<file path="src/rtl/pipeline_mem_arbiter.sv">
// Arbitrates fetch and data accesses onto a single-ported RAM, with data taking priority.
// Optional one-entry fetch buffer is enabled by defining PIPELINE_MEM_ARBITER_IBUF_EN.
module pipeline_mem_arbiter #(
    parameter int unsigned TIMEOUT = 255
) (
    input  logic        CLK,
    input  logic        nRST,
    input  logic        iREN,
    input  logic [31:0] iaddr,
    input  logic        dREN,
    input  logic        dWEN,
    input  logic [31:0] daddr,
    input  logic [31:0] dstore,
    output logic        ihit,
    output logic [31:0] iload,
    output logic        dhit,
    output logic [31:0] dload,
    output logic        ramREN,
    output logic        ramWEN,
    output logic [31:0] ramaddr,
    output logic [31:0] ramstore,
    input  logic [31:0] ramload,
    input  logic        ramready,
    output logic        memerr
);

    localparam logic [31:0] BADWORD = 32'hBAD0BAD0;

    typedef enum logic [2:0] {IDLE, DACC, IACC, DRESP, IRESP} state_t;

    state_t      state;
    logic [7:0]  wait_cnt;
    logic [7:0]  cnt_sat;
    logic        timed_out;

    assign cnt_sat   = (wait_cnt == 8'hFF) ? 8'hFF : wait_cnt + 8'd1;
    // This cycle is the TIMEOUT-th one without ramready
    assign timed_out = ({24'd0, cnt_sat} >= TIMEOUT);

`ifdef PIPELINE_MEM_ARBITER_IBUF_EN
    logic        ibuf_valid;
    logic [31:0] ibuf_tag;
    logic [31:0] ibuf_data;
    logic        ibuf_hit;

    assign ibuf_hit = ibuf_valid && (ibuf_tag == iaddr);
`endif

    // RAM requests follow the requester's inputs live during the access states
    always_comb begin
        ramREN   = 1'b0;
        ramWEN   = 1'b0;
        ramaddr  = 32'd0;
        ramstore = 32'd0;
        case (state)
            DACC: begin
                ramaddr  = daddr;
                ramstore = dstore;
                ramWEN   = dWEN;
                ramREN   = dREN & ~dWEN;
            end
            IACC: begin
                ramaddr = iaddr;
                ramREN  = 1'b1;
            end
            default: ;
        endcase
    end

    always_ff @(posedge CLK) begin
        if (!nRST) begin
            state    <= IDLE;
            wait_cnt <= 8'd0;
            iload    <= 32'd0;
            dload    <= 32'd0;
            memerr   <= 1'b0;
            ihit     <= 1'b0;
            dhit     <= 1'b0;
`ifdef PIPELINE_MEM_ARBITER_IBUF_EN
            ibuf_valid <= 1'b0;
            ibuf_tag   <= 32'd0;
            ibuf_data  <= 32'd0;
`endif
        end else begin
            ihit <= 1'b0;
            dhit <= 1'b0;
            case (state)
                IDLE: begin
                    wait_cnt <= 8'd0;
                    if (dREN || dWEN) begin
                        state <= DACC;
                    end else if (iREN) begin
`ifdef PIPELINE_MEM_ARBITER_IBUF_EN
                        if (ibuf_hit) begin
                            iload <= ibuf_data;
                            ihit  <= 1'b1;
                            state <= IRESP;
                        end else begin
                            state <= IACC;
                        end
`else
                        state <= IACC;
`endif
                    end
                end
                DACC: begin
`ifdef PIPELINE_MEM_ARBITER_IBUF_EN
                    if (dWEN && (daddr == ibuf_tag)) ibuf_valid <= 1'b0;
`endif
                    if (ramready) begin
                        dload <= ramload;
                        dhit  <= 1'b1;
                        state <= DRESP;
                    end else if (timed_out) begin
                        dload  <= BADWORD;
                        memerr <= 1'b1;
                        dhit   <= 1'b1;
                        state  <= DRESP;
                    end else begin
                        wait_cnt <= cnt_sat;
                    end
                end
                IACC: begin
                    if (ramready) begin
                        iload <= ramload;
                        ihit  <= 1'b1;
                        state <= IRESP;
`ifdef PIPELINE_MEM_ARBITER_IBUF_EN
                        ibuf_valid <= 1'b1;
                        ibuf_tag   <= iaddr;
                        ibuf_data  <= ramload;
`endif
                    end else if (timed_out) begin
                        iload  <= BADWORD;
                        memerr <= 1'b1;
                        ihit   <= 1'b1;
                        state  <= IRESP;
                    end else begin
                        wait_cnt <= cnt_sat;
                    end
                end
                DRESP, IRESP: state <= IDLE;
                default:      state <= IDLE;
            endcase
        end
    end

endmodule
</file>
<file path="config.mk">
export PLATFORM = sky130hd
export DESIGN_NAME = pipeline_mem_arbiter
export DESIGN_NICKNAME = d
export VERILOG_FILES = /design/src/rtl/pipeline_mem_arbiter.sv
export SDC_FILE = /design/constraint.sdc
export NUM_CORES = 1
export LEC_CHECK = 0
export ABC_CLOCK_PERIOD_IN_PS = 3300
export BUFFER_PORTS_ARGS = -buffer_cell sky130_fd_sc_hd__buf_2
export CELL_PAD_IN_SITES_DETAIL_PLACEMENT = 0
export CELL_PAD_IN_SITES_GLOBAL_PLACEMENT = 1
export CORE_MARGIN = 10
export CORE_UTILIZATION = 31
export DETAILED_ROUTE_END_ITERATION = 7
export PLACE_DENSITY = 0.95
export SLEW_MARGIN = 20
export SYNTH_ARGS = -nofsm -noshare
export SYNTH_HDL_FRONTEND = slang
export SYNTH_SLANG_ARGS = --single-unit
export TNS_END_PERCENT = 20
</file>
<file path="constraint.sdc">
create_clock -name CLK -period 3.3 [get_ports CLK]
set_input_delay 0.99 -clock CLK [delete_from_list [all_inputs] [get_ports CLK]]
set_output_delay 0.99 -clock CLK [all_outputs]
set_load 0.02 [all_outputs]
</file>
Yosys cells after proc, flatten, opt, wreduce, memory -nomap -nowiden
Index checks and enable logic that the tools add are counted.
Widths: inputs -> output; s select.
{"block": "classes", "n_bitwise": 3, "order_cmp": 1, "n_addsub": 1, "eq_ne": 8, "mux": 19, "reduce_logical": 12}
{"op": "$mux 32", "n": 3}
{"op": "$pmux 32 s2", "n": 1}
{"op": "$mux 8", "n": 3}
{"op": "$mux 3", "n": 6}
{"op": "$pmux 8 s2", "n": 1}
{"op": "$ne 3x3->1 const B", "n": 3}
{"op": "$pmux 3 s3", "n": 1}
{"op": "$reduce_and 3->1", "n": 3}
{"op": "$add 8x1->8 const B", "n": 1}
{"op": "$eq 8x8->1 const B", "n": 1}
{"op": "$ge 8x8->1 const B", "n": 1}
{"op": "$reduce_and 2->1", "n": 4}
{"op": "$ne 2x2->1 const B", "n": 2}
{"op": "$reduce_bool 2->1", "n": 2}
{"op": "$eq 3x1->1 const B", "n": 1}
{"op": "$eq 3x2->1 const B", "n": 1}
{"op": "$logic_not 3->1", "n": 1}
{"op": "$mux 1", "n": 3}
{"op": "$not 1->1", "n": 2}
{"op": "$pmux 1 s2", "n": 1}
{"op": "$reduce_or 2->1", "n": 1}
{"op": "$and 1x1->1", "n": 1}
{"op": "$logic_or 1x1->1", "n": 1}
{"block": "word_totals", "register_bits": 78, "output_inout_bits": 133, "inputBits": 134}

Depth between registers and ports, before layout
{"block": "depth", "ltp_word": 6, "depth_mapped": 8}

Least setup slack after synthesis
OpenSTA, ideal clock, no wires.
{"block": "synth_timing", "path_kind": "flip-flop to output port", "startpoint": "reg state[1]", "endpoint": "out ramREN", "stages_incl_launch_ff": 5, "arrival_time_ps": 1625, "required_ps": 2310, "slack_ps": 685, "path_buffers": 1, "path_cell_list": "dfxtp_1 > nor2_1 > nand2_1 > clkbuf_1 > o21ai_0"}
{"block": "synth_via", "elab_chain_cells": 2}
{"item": "start, declared", "line": "31", "source": "state_t state;"}
{"item": "start signal, assigned", "line": "72", "source": "state <= IDLE;"}
{"item": "start signal, assigned", "line": "91", "source": "state <= DACC;"}
{"item": "start signal, assigned", "line": "102", "source": "state <= IACC;"}
{"item": "$eq 3x2->1 or $eq 3x1->1 (tied branches)", "line": "55", "source": "case (state)"}
{"item": "$pmux 1 s2 *", "line": "55"}
{"item": "end, declared", "line": "18", "source": "output logic ramREN,"}
Every way passes the cells marked *; elsewhere a longest branch is shown, timed or not.

Worst setup path in the final report
Same ends and word-level chain as after synthesis.

==> summary.md <==
| Metric | Value |
|---|---|
| Hold WS | 0.457 ns |
| Max clock buf depth | 2 |
| Fin. Hold Viols | 0 |
| Synth area leaders | dfxtp_1 41%, o221a_1 9.9%, a22o_1 7.4% |
| Inserted Diodes | 0 |
| Setup-failing EPs final | 0 |
| Detailed placer's ending HPWL | approximately 12000 µm |
| Slowest Stage Delay on Critical Path | approximately 0.59 ns |
| Avg Inst Size Synth | 9.37 µm² |
| Fin. max-slew vios | 0 |
| Port bufs | 266 |
| Crit path max fanout | 9 |
| Area of the multi-input gates | between 1500 and 2000 µm² |
| Setup TNS | 0 ns |
| Max Fclk | about 370 MHz |
| Post-synth top area cell | dfxtp_1 |
| Initial core utilization | a little under a third |
| Fin crit share | between 80% and 90% |
| Yosys warns | 0 |
| Net count after synthesis | around 540 |
| Core Box Area | 12000 µm² |
| Top-count cell post-synth | dfxtp_1 |
| Register area | around 1600 µm² |
| Critical Path AT | 1.72 ns |
| Root Driver | clkbuf_16 |
| Cells after synthesis | roughly 400 |
| RSZ-0062 raised after global routing | no |
| CTS tree | yes |
| Yosys reg bits | roughly 80 |
| Pwr/cell area | roughly 700 nW/µm² |
| Status | finished, final reports clean |
| Worst skew pair latency | 0.34 ns |
| Num CTS Buffers | 9 |
| Synth cell types | 56 |
| Share of cells above drive strength 1 | between 40% and 50% |
| Layout Nets | approximately 780 |
| EDFF count, synth | 0 |
| Area grow syn2layout | 45.3% |
| Synth Flop Type | dfxtp_1 |
| Gr usage total | between 15 and 20% |
| Post-CTS Repair Setup Buffers | 0 |
| H-tree levels | 3 |
| Remaining Overflow, GRT | 0 |
| Peak supply drop | approximately 260 µV |
| GP Congestion | approximately 0.85 |
| Post-synth top area share | between 40% and 50% |
| Top Ports | roughly 270 |
| Post-cts sizing count | 0 |
| Cts hold-fix bufs | 0 |
| Site Rows | 40 |
| Crit. End Element | primary output |
| Via count | 4174 |
| Post-Syn Area | around 3800 µm² |
| Post-DRT Antenna Nets | 0 |
| Fin Clk Skew | ~0.008 ns |
| Clock sinks | slightly below 80 |
| Fraction of registers with async set/reset | 0% |
| DR iter-0 viols | 246 |
| Vias per inst | roughly 5.2 |
| Wire per inst | roughly 20 µm |
| Sequential area share after synthesis | between 40% and 50% |
| Worst Path Buf+Inv | 1 |
| Slew @ Worst Pin | slightly above 0.7 ns |
| CP cell instances | or3b_1 -> o21ai_0 -> buf_2 |
| Hold crit path type | flop to flop |
| Fin crit period | around 2.7 ns |
| Worst Setup Slack, final | between 0.5 and 0.6 ns |
| Worst Setup Slack post-DPL | between 0.5 and 0.6 ns |
| Slowest stage cell, crit path | or3b_1 |
| Crit path required time | 2.31 ns |
| Leakage | roughly 2.8 nW |
| Top delay family on crit path | simple AND/OR/NAND/NOR gates |
| Filler cells | between 1k and 1.5k |
| Die Span Y | approximately 130 µm |
| Number of max-cap violations | 0 |
| Largest net degree at the start of global routing | 84 |
| Die area | around 17000 µm² |
| Post-Route WL | approximately 16000 µm |
| Most frequent cells after synthesis | 78 x dfxtp_1, 55 x nand2_1, 37 x and3_1 |
| Die X | between 100 and 150 µm |
| First-pass GRT wire length | ~22000 µm |
| First-pass DRT Iterations | 6 |
| Vias in the first global route | a little over 4k |
| Worst Setup Start Kind | flop |
| Worst slew margin | a little over half |
| Critical path class | flop to primary output |
| Initial antenna violation count | 1 |
| DRC Markers | 0 |
| Clock Pin Slew Worst Setup and Hold Paths | 0.06 ns |
cells in the final DEF, fill, tap and decap left out, types with 5 or more instances in the layout:
cell,instances
a22o_1,32
and3_1,37
buf_2,266
buf_4,11
clkbuf_16,9
dfxtp_1,78
nand2_1,55
nand2b_1,17
nor2_1,6
o21ai_0,5
o221a_1,33
o22ai_1,32
sequential cells by signal, summed over array words and instances (netlist names):
signal and cells:
dhit 1, dload 32, ihit 1, iload 32, memerr 1, state 3
wait_cnt 8
final cells by class:
class                      count  share of cell area (%)
clock inverter                 5                    1.05
timing repair buffer         278                    26.2
sequential                    78                    28.5
tap                          147                    3.36
clock buffer                  11                    4.43
multi-input combinational    278                    36.3
inverter                       2                   0.137
tightest hold or removal path, stage by stage, from the launching register on:
cell and delay, ns:
dfxtp_1 0.30, nand2_1 0.05, o22ai_1 0.05
worst paths after layout:
check / startpoint / end / slack, ns / depth (start not counted)
min: dload[5] / dload[5] / 0.46 / 2
max: state[1] / ramREN / 0.59 / 3
max reg2reg: wait_cnt[0] / iload[18] / 0.71 / 7
min reg2reg: dload[5] / dload[5] / 0.46 / 2
layer usage:
layer / vias to the layer above / track usage (%) / wire, µm
li1: 2020 / - / -
met1: 1959 / 19.5 / 6020
met2: 164 / 26.8 / 7780
met3: 29 / 5.48 / 1400
met4: 2 / 5.69 / 342
met5: - / 0 / 13
where the power goes:
group | switching, W | internal (W) | total [W]
clock | 0.000396 | 0.000608 | 0.00100
combinational | 0.00106 | 0.000613 | 0.00168
sequential | 0.0000872 | 0.00105 | 0.00113
total | 0.00155 | 0.00227 | 0.00381
metrics by stage:
stage	util, %	instances	area, µm²	power, W
after floorplan	-	402	3770	0.00226
after global placement	43.3	783	5170	0.00280
after detailed placement	43.3	783	5170	0.00283
after CTS	45.8	799	5480	0.00384
after global routing	45.8	799	5480	0.00400
final	45.8	799	5480	0.00381
kinds of logic after synthesis:
kind of cell	count (synthesis)	share of synthesized area, %
buffers and inverters	46	5.94
AO/OA/AOI/OAI	128	29.8
flip-flops	78	41.4
adder cells (fa/ha/maj)	1	0.332
XOR/XNOR	3	0.897
AND/OR/NAND/NOR	146	21.6
Power figures use the tool's default switching activity.
